$ cat src/rtl/iter_affine_cpu.sv
// Multi-pass affine controller: runs ADD -> MUL -> SUB per pass on a latched sample and coefficients.
// Build option: define ITER_AFFINE_SAT_EN to saturate overflowing steps; otherwise they wrap.
module iter_affine_cpu #(
    parameter int IN_W   = 16,
    parameter int OUT_W  = 32,
    parameter int K_W    = 8,
    parameter int ITER_W = 4
) (
    input  logic                     clk,
    input  logic                     rst,
    input  logic                     in_valid,
    output logic                     in_ready,
    input  logic signed [IN_W-1:0]   x_in,
    input  logic signed [K_W-1:0]    add_k,
    input  logic signed [K_W-1:0]    mul_k,
    input  logic signed [K_W-1:0]    sub_k,
    input  logic        [ITER_W-1:0] iter_in,
    output logic                     out_valid,
    input  logic                     out_ready,
    output logic signed [OUT_W-1:0]  y_out,
    output logic                     ovf
);

    typedef enum logic [2:0] {
        S_IDLE = 3'd0,
        S_ADD  = 3'd1,
        S_MUL  = 3'd2,
        S_SUB  = 3'd3,
        S_HOLD = 3'd4
    } state_t;

    localparam int EXT_W = OUT_W + K_W + 1;

    state_t                   state;
    state_t                   state_next;
    logic signed [OUT_W-1:0]  acc;
    logic signed [K_W-1:0]    add_q;
    logic signed [K_W-1:0]    mul_q;
    logic signed [K_W-1:0]    sub_q;
    logic        [ITER_W-1:0] remaining;
    logic signed [EXT_W-1:0]  acc_x;
    logic signed [EXT_W-1:0]  wide;
    logic signed [OUT_W-1:0]  step_val;
    logic                     step_ovf;

    always_ff @(posedge clk) begin
        if (rst) begin
            state <= S_IDLE;
        end else begin
            state <= state_next;
        end
    end

    always_comb begin
        state_next = S_IDLE;
        case (state)
            S_IDLE:  state_next = in_valid ? S_ADD : S_IDLE;
            S_ADD:   state_next = S_MUL;
            S_MUL:   state_next = S_SUB;
            S_SUB:   state_next = (remaining != '0) ? S_ADD : S_HOLD;
            S_HOLD:  state_next = out_ready ? S_IDLE : S_HOLD;
            default: state_next = S_IDLE;
        endcase
    end

    always_comb begin
        in_ready  = (state == S_IDLE);
        out_valid = (state == S_HOLD);
    end

    // One shared wide datapath; the product of OUT_W and K_W operands always fits EXT_W exactly.
    always_comb begin
        acc_x = EXT_W'(acc);
        case (state)
            S_ADD:   wide = acc_x + EXT_W'(add_q);
            S_MUL:   wide = acc_x * EXT_W'(mul_q);
            S_SUB:   wide = acc_x - EXT_W'(sub_q);
            default: wide = acc_x;
        endcase
    end

    always_comb begin
        step_ovf = (wide[EXT_W-1:OUT_W-1] != {(EXT_W-OUT_W+1){wide[OUT_W-1]}});
`ifdef ITER_AFFINE_SAT_EN
        if (step_ovf) begin
            step_val = wide[EXT_W-1] ? {1'b1, {(OUT_W-1){1'b0}}} : {1'b0, {(OUT_W-1){1'b1}}};
        end else begin
            step_val = wide[OUT_W-1:0];
        end
`else
        step_val = wide[OUT_W-1:0];
`endif
    end

    always_ff @(posedge clk) begin
        if (rst) begin
            acc       <= '0;
            add_q     <= '0;
            mul_q     <= '0;
            sub_q     <= '0;
            remaining <= '0;
            y_out     <= '0;
            ovf       <= 1'b0;
        end else begin
            case (state)
                S_IDLE: begin
                    if (in_valid) begin
                        acc       <= OUT_W'(x_in);
                        add_q     <= add_k;
                        mul_q     <= mul_k;
                        sub_q     <= sub_k;
                        remaining <= iter_in;
                        ovf       <= 1'b0;
                    end
                end
                S_ADD, S_MUL: begin
                    acc <= step_val;
                    ovf <= ovf | step_ovf;
                end
                S_SUB: begin
                    ovf <= ovf | step_ovf;
                    if (remaining != '0) begin
                        acc       <= step_val;
                        remaining <= remaining - ITER_W'(1);
                    end else begin
                        y_out <= step_val;
                    end
                end
                default: begin
                end
            endcase
        end
    end

endmodule

$ cat config.mk
export PLATFORM = sky130hd
export DESIGN_NAME = iter_affine_cpu
export DESIGN_NICKNAME = d
export VERILOG_FILES = /design/src/rtl/iter_affine_cpu.sv
export SDC_FILE = /design/constraint.sdc
export NUM_CORES = 1
export LEC_CHECK = 0
export CAP_MARGIN = 20
export CORE_ASPECT_RATIO = 2
export CORE_MARGIN = 2
export CORE_UTILIZATION = 35
export CTS_CLUSTER_DIAMETER = 30
export DETAILED_ROUTE_END_ITERATION = 8
export PLACE_DENSITY = 0.48
export SLEW_MARGIN = 10
export SYNTH_ARGS = -nofsm -noshare
export SYNTH_HDL_FRONTEND = slang
export SYNTH_SLANG_ARGS = --single-unit
$ cat constraint.sdc
create_clock -name clk -period 14.3 [get_ports clk]
set_input_delay 1.43 -clock clk [delete_from_list [all_inputs] [get_ports clk]]
set_output_delay 1.43 -clock clk [all_outputs]
set_load 0.02 [all_outputs]
==> impl_metrics.yaml, run 1 <==
setup_path:
  crit_type: "reg2reg"
  worst_r2r_path_depth: 19
  reg2reg_to: "ovf"
  arrival_ns: 7.09
  rrSetupSlack_ns: 7.50
  crit_path_start_kind: "register"
  cp.required_ns: 14.58
  end_kind: "register"
  r2r-start: "mul_q[7]"
  cp_max_fo: 26
clocking:
  cts.sinks: 96
  cts_tree: "done"
  cts-hold-fix-buffers: 0
  clkLatencyLatePin_ns: 0.38
  cts_buffers: 9
  h-tree-depth: 3
  post_cts.resized_instances: 0
  cts_setup_buffers: 0
  clock-root-buffer: "clkbuf_16"
  clk_pin_slew_worst_paths_ns: 0.09
  clock_path_buffers: 2
grt:
  gr-total-overflow: 0
  grt_use_total_pct: 23.9
  grt_max_degree: 76
  grtUsageMet1_pct: 21.6
  grt-busiest-layer: "met2"
  use_met3_pct: 1.96
  grt_util_met2_pct: 48.9
  grt_pass1_vias: 15700
  grt_pass1_wl_microns: 89100
  antenna_found_initial: 1
outcome:
  status: "finished, final reports clean"
synth:
  synth_area_sq_um: 16500
  ys_warn_count: 0
  ys_types: 88
  ys_seq_elements: 96
  avgSynthCellArea_sq_um: 8.09
  synth_edf_count: 0
  yosysSeqAreaShare_pct: 11.6
  syn_nets: 2435
  ys_async_sr_fraction_pct: 0
  netlist_instances: 2044
  synth_ff_type: "dfxtp_1"
timing:
  fin_ws_ns: 7.50
  layout_min_cycle_time_ns: 6.80
  timing.fmax_ghz: 0.147
  hold_violations: 0
  skew_ns: 0.0240
  worst_slew_pin_slew_ns: 1.05
  slew_viol_final: 0
  final.setup.tns_ns: 0
  final-setup-viol-count: 0
  slew-limit-headroom_pct: 28.6
  rsz0062_at_grt: "no"
  fin_crit_sh_pct: 47.6
final_layout:
  multi_input_area_sq_um: 13200
  drive_above_1_share_pct: 4.07
  register_area_sq_um: 1920
  layout.nets: 2474
  antenna_cells: 0
  area_growth_pct: 10.8
  fillers: 4869
placement:
  hpwl_microns: 46700
  gp_congestion: 0.916
  dp_slack_ns: 7.42
  port_buffers: 82
min_path:
  hold_depth: 2
  holdPathEnd: "sub_q[7]"
  hp-start: "sub_q[7]"
  hold_path_class: "reg2reg"
route:
  wirelength_microns: 56900
  drc_errors: 0
  antenna_left: 0
  drt_iter0_drc: 626
  num_vias: 14500
  dr.pass1.iters: 5
  via_per_inst: 5.36
  routedWlPerCell_microns: 20.9
floorplan:
  rows: 112
  dieHeight_microns: 311
  die_width_microns: 158
  die_area_sq_um: 49100
  initial_utilization_pct: 35.4
  ioPinCount: 83
  core-area_sq_um: 46700
pwr:
  p_leak_nw: 8.36
  power_density_nw_per_um2: 81.7
  irDropWorstVdd_mv: 0.0698
flow_run:
  cap_violations: 0
[layout make-up]
cell class | instances | area share (%)
sequential | 96 | 10.5
timing repair buffer | 105 | 5.43
clock inverter | 7 | 0.334
tap | 627 | 4.28
multi-input combinational | 1572 | 72.1
clock buffer | 9 | 1.23
inverter | 299 | 6.12
[registers in the layout (all words and copies together), names as in the netlist]
register,cells
ovf,1
remaining,4
sub_q,8
mul_q,8
state,3
add_q,8
y_out,32
acc,32
[critical path, stage by stage, from the launching register on]
cell       delay (ns)
dfxtp_1          0.51
clkinv_1         0.80
nor2_1           0.37
fa_1             0.48
fa_1             0.47
fa_1             0.50
inv_1            0.05
fa_1             0.48
inv_1            0.04
ha_1             0.35
a21o_1           0.22
a211oi_2         0.29
a211oi_2         0.13
a2111oi_4        0.47
a31oi_2          0.21
a31oi_1          0.25
mux2i_1          0.26
nand2_1          0.08
or4_1            0.48
o221a_1          0.25
[report_power, final]
part           switching (W)  internal [W]  total, W  leakage (nW)
clock               0.000127      0.000122  0.000249         0.140
combinational       0.000539      0.000341  0.000880          7.44
sequential         0.0000766      0.000292  0.000368         0.787
total               0.000742      0.000755   0.00150          8.36
[kinds of logic after synthesis]
kind of cell             Yosys count  share of synthesized area [%]
adder cells (fa/ha/maj)          343                           35.1
XOR/XNOR                          80                           4.24
multiplexers                      13                          0.794
flip-flops                        96                           11.6
buffers and inverters            376                           8.57
AO/OA/AOI/OAI                    491                           19.9
AND/OR/NAND/NOR                  645                           19.8
[synth_stat cells, types with 4 or more instances]
| cell type | n | share of area (%) |
|---|---|---|
| o21a_1 | 19 | 0.86 |
| and2_1 | 202 | 7.6 |
| fa_1 | 201 | 24 |
| nand2_1 | 168 | 3.8 |
| a21boi_0 | 5 | 0.23 |
| o211ai_1 | 16 | 0.73 |
| inv_1 | 298 | 6.8 |
| nor2b_1 | 15 | 0.57 |
| nand4_1 | 7 | 0.26 |
| a31oi_1 | 16 | 0.61 |
| nor2_1 | 132 | 3.0 |
| xnor2_1 | 44 | 2.3 |
| o21ai_0 | 78 | 2.4 |
| clkbuf_1 | 65 | 1.5 |
| a21oi_1 | 164 | 5.0 |
| or2_2 | 6 | 0.23 |
| a21o_1 | 37 | 1.7 |
| a221oi_1 | 5 | 0.26 |
| o31ai_1 | 5 | 0.23 |
| nand2b_1 | 24 | 0.91 |
| xor2_1 | 36 | 1.9 |
| a211oi_1 | 42 | 1.9 |
| ha_1 | 142 | 11 |
| nor3_1 | 29 | 0.88 |
| or3_1 | 4 | 0.15 |
| buf_2 | 5 | 0.15 |
| o22ai_1 | 15 | 0.57 |
| mux2i_1 | 12 | 0.73 |
| and4_1 | 4 | 0.21 |
| o21ai_1 | 5 | 0.15 |
| buf_1 | 7 | 0.16 |
| a22oi_1 | 12 | 0.54 |
| o21bai_1 | 8 | 0.36 |
| and3_1 | 16 | 0.61 |
| nand3_1 | 20 | 0.61 |
| dfxtp_1 | 96 | 12 |
[per-layer routing]
metal  part of all wire (%)  up-vias
li1                       -     6863
met1                     32     7235
met2                     59      304
met3                    2.1      142
met4                    7.3        0
met5                      0        -
[metrics by stage]
stage               total power (W)  hold slack (ns)  std cells  area [sq um]  util [%]
finish                      0.00150            0.463       2715         18300      39.3
global route                0.00162            0.479       2715         18300      39.3
CTS                         0.00151            0.466       2713         18300      39.2
detailed placement          0.00126            0.453       2697         18000      38.6
global placement            0.00125            0.443       2697         18000      38.6
floorplan                  0.000954            0.436       2044         16500         -
[cell usage in the layout, fill, tap and decap left out, types with 16 or more instances in the layout]
master	synthesis	final
a211oi_1	42	42
a21o_1	37	37
a21oi_1	164	164
a31oi_1	16	16
and2_1	202	202
and3_1	16	16
buf_4	0	22
clkdlybuf4s50_1	0	81
dfxtp_1	96	95
fa_1	201	201
ha_1	142	142
inv_1	298	298
nand2_1	168	168
nand2b_1	24	24
nand3_1	20	20
nor2_1	132	132
nor3_1	29	26
o211ai_1	16	16
o21a_1	19	19
o21ai_0	78	78
xnor2_1	44	44
xor2_1	36	36
[worst max-delay path by stage]
stage	end	slack, ns	cells after the start	start
floorplan	ovf	8.59	20	mul_q[7]
global placement	ovf	7.63	19	mul_q[7]
detailed placement	ovf	7.42	19	mul_q[7]
CTS	ovf	7.40	19	mul_q[7]
global route	ovf	6.95	19	mul_q[7]
finish	ovf	7.50	19	mul_q[7]
Note: power is estimated with default switching activity, not from simulation.
==> run 2, diff against run 1 <==
==> constraint.sdc (replaced) <==
create_clock -name clk -period 6.6 [get_ports clk]
set_input_delay 0.66 -clock clk [delete_from_list [all_inputs] [get_ports clk]]
set_output_delay 0.66 -clock clk [all_outputs]
set_load 0.02 [all_outputs]
==> run 2 against run 1 <==
  * Clock skew down 0.0096 ns
  * Clock-buffer cell count stayed put
  * Non-clock buffer count grew 35
  * Via count up 0.73%
  * Cell count increased by 1.3%
  * Maximum frequency is 12% higher
  * Clock power rose by 110%
  * Combinational power grew 130%
  * Worst hold slack worse by 0.0076 ns
  * Critical path depth unchanged
  * Global-route usage rose by 0.39 points
==> impl_metrics.yaml, run 2 (synthesis gave the netlist of run 1 again) <==
outcome:
  status: "finished, final reports clean"
floorplan:
  ioPinCount: 83
  rows: 112
  die_area_sq_um: 49100
  dieHeight_microns: 311
  die_width_microns: 158
  initial_utilization_pct: 35.4
  core-area_sq_um: 46700
final_layout:
  reg_top3: "acc (32), y_out (32)"
  area_growth_pct: 12.6
  drive_above_1_share_pct: 5.61
  final_cell_mix: "298 x inv_1, 202 x and2_1, 201 x fa_1, 168 x nand2_1, 164 x a21oi_1"
  layout.nets: 2509
  fillers: 4885
  layout_commonest_cell: "inv_1"
  register_area_sq_um: 1920
  multi_input_area_sq_um: 13200
  antenna_cells: 0
  final_cells: 2750
placement:
  hpwl_microns: 47900
  placed_cells_incl_taps: 2733
  port_buffers: 82
  gp_congestion: 0.920
timing:
  layout_min_cycle_time_ns: 6.05
  rsz0062_at_grt: "no"
  slew-limit-headroom_pct: 36.0
  timing.fmax_ghz: 0.165
  final-setup-viol-count: 0
  worst_slew_pin_slew_ns: 0.960
  final.setup.tns_ns: 0
  fin_crit_sh_pct: 91.6
  hold_violations: 0
  skew_ns: 0.0144
  slew_viol_final: 0
clocking:
  clkLatencyLatePin_ns: 0.38
  clock_path_buffers: 2
  h-tree-depth: 3
  cts.sinks: 96
  cts-hold-fix-buffers: 0
  cts_buffers: 9
  cts_tree: "done"
  post_cts.resized_instances: 0
  cts_setup_buffers: 0
  clock-root-buffer: "clkbuf_16"
  clk_pin_slew_worst_paths_ns: 0.08
route:
  via_per_inst: 5.33
  wirelength_microns: 57700
  routedWlPerCell_microns: 21.0
  dr.pass1.iters: 5
  drc_errors: 0
  antenna_left: 0
  drt_iter0_drc: 704
  num_vias: 14700
setup_path:
  end_kind: "register"
  crit_chain: "buf_4 -> and2_1 -> fa_1 -> fa_1 -> fa_1 -> inv_1 -> fa_1 -> inv_1 -> ha_1 -> a211oi_1 -> nor2_1 -> nor3_1 -> inv_1 -> a2111oi_4 -> o21ai_0 -> a21oi_1 -> o211ai_1 -> or4_1 -> o221a_1"
  cpLargestDelayFamily: "adder cells"
  crit_type: "reg2reg"
  cp_max_fo: 18
  crit_path_start_kind: "register"
  crit_buf_inv: 4
  slowest_stage: "dfxtp_1"
  cpPeakStageDelay_ns: 0.69
  cp.required_ns: 6.88
  cpMostUsedCell: "fa_1"
  arrival_ns: 6.33
pwr:
  p_leak_nw: 8.55
  power_density_nw_per_um2: 178
  total_power_w: 0.00332
  irDropWorstVdd_mv: 0.160
grt:
  grt_max_degree: 76
  grt_use_total_pct: 24.3
  grt_pass1_vias: 15900
  gr-total-overflow: 0
  grt_pass1_wl_microns: 90000
  antenna_found_initial: 0
min_path:
  hold_path_class: "reg2reg"
flow_run:
  cap_violations: 0
## run 2: cell count changes in the layout (fill, tap and decap cells not counted), sizes merged
cell	delta
buf	+35
clkinv	+1
inv	-1
## run 2: path summary, 6_finish.rpt
check             from         to  slack (ns)  cells past startpoint
max           mul_q[4]        ovf        0.55                     19
min          y_out[30]  y_out[30]        0.46                      2
max reg2reg   mul_q[4]        ovf        0.55                     19
min reg2reg  y_out[30]  y_out[30]        0.46                      2
## run 2: report_power, final
part           switching, W  internal, W  leakage, nW
clock              0.000269     0.000261        0.138
sequential         0.000153     0.000632        0.787
combinational       0.00122     0.000786         7.63
total               0.00164      0.00168         8.55
## run 2: per-layer routing
metal	up-vias	track usage [%]	wire (microns)
met5	-	0	0
met2	298	48.8	33400
met3	150	1.92	1100
met4	0	17.0	5000
met1	7270	21.7	18200
li1	6932	-	-
## run 2: cell type report
cell class	instances	area share, %
Clock buffer	9	1.21
Timing Repair Buffer	140	6.96
Inverter	299	6.03
Multi-Input combinational cell	1572	71.0
Tap cell	627	4.21
Clock inverter	7	0.296
Sequential cell	96	10.3
## run 2: metrics by stage
| stage | worst slack [ns] | hold WS [ns] | instance area [sq um] | utilization, % |
|---|---|---|---|---|
| 2_1_floorplan | 0.890 | 0.436 | 16500 | - |
| 5_1_grt | 0.131 | 0.494 | 18600 | 39.9 |
| 4_1_cts | 0.504 | 0.458 | 18600 | 39.9 |
| 3_5_place_dp | 0.504 | 0.447 | 18300 | 39.3 |
| 6_report | 0.552 | 0.455 | 18600 | 39.9 |
| 3_3_place_gp | 0.615 | 0.446 | 18300 | 39.3 |
## run 2: worst register-to-register path, cell delays in order, from the launching register on
cell	delay (ns)
dfxtp_1	0.69
buf_4	0.34
and2_1	0.18
fa_1	0.45
fa_1	0.51
fa_1	0.49
inv_1	0.05
fa_1	0.48
inv_1	0.04
ha_1	0.37
a211oi_1	0.36
nor2_1	0.09
nor3_1	0.25
inv_1	0.11
a2111oi_4	0.39
o21ai_0	0.15
a21oi_1	0.19
o211ai_1	0.14
or4_1	0.41
o221a_1	0.25
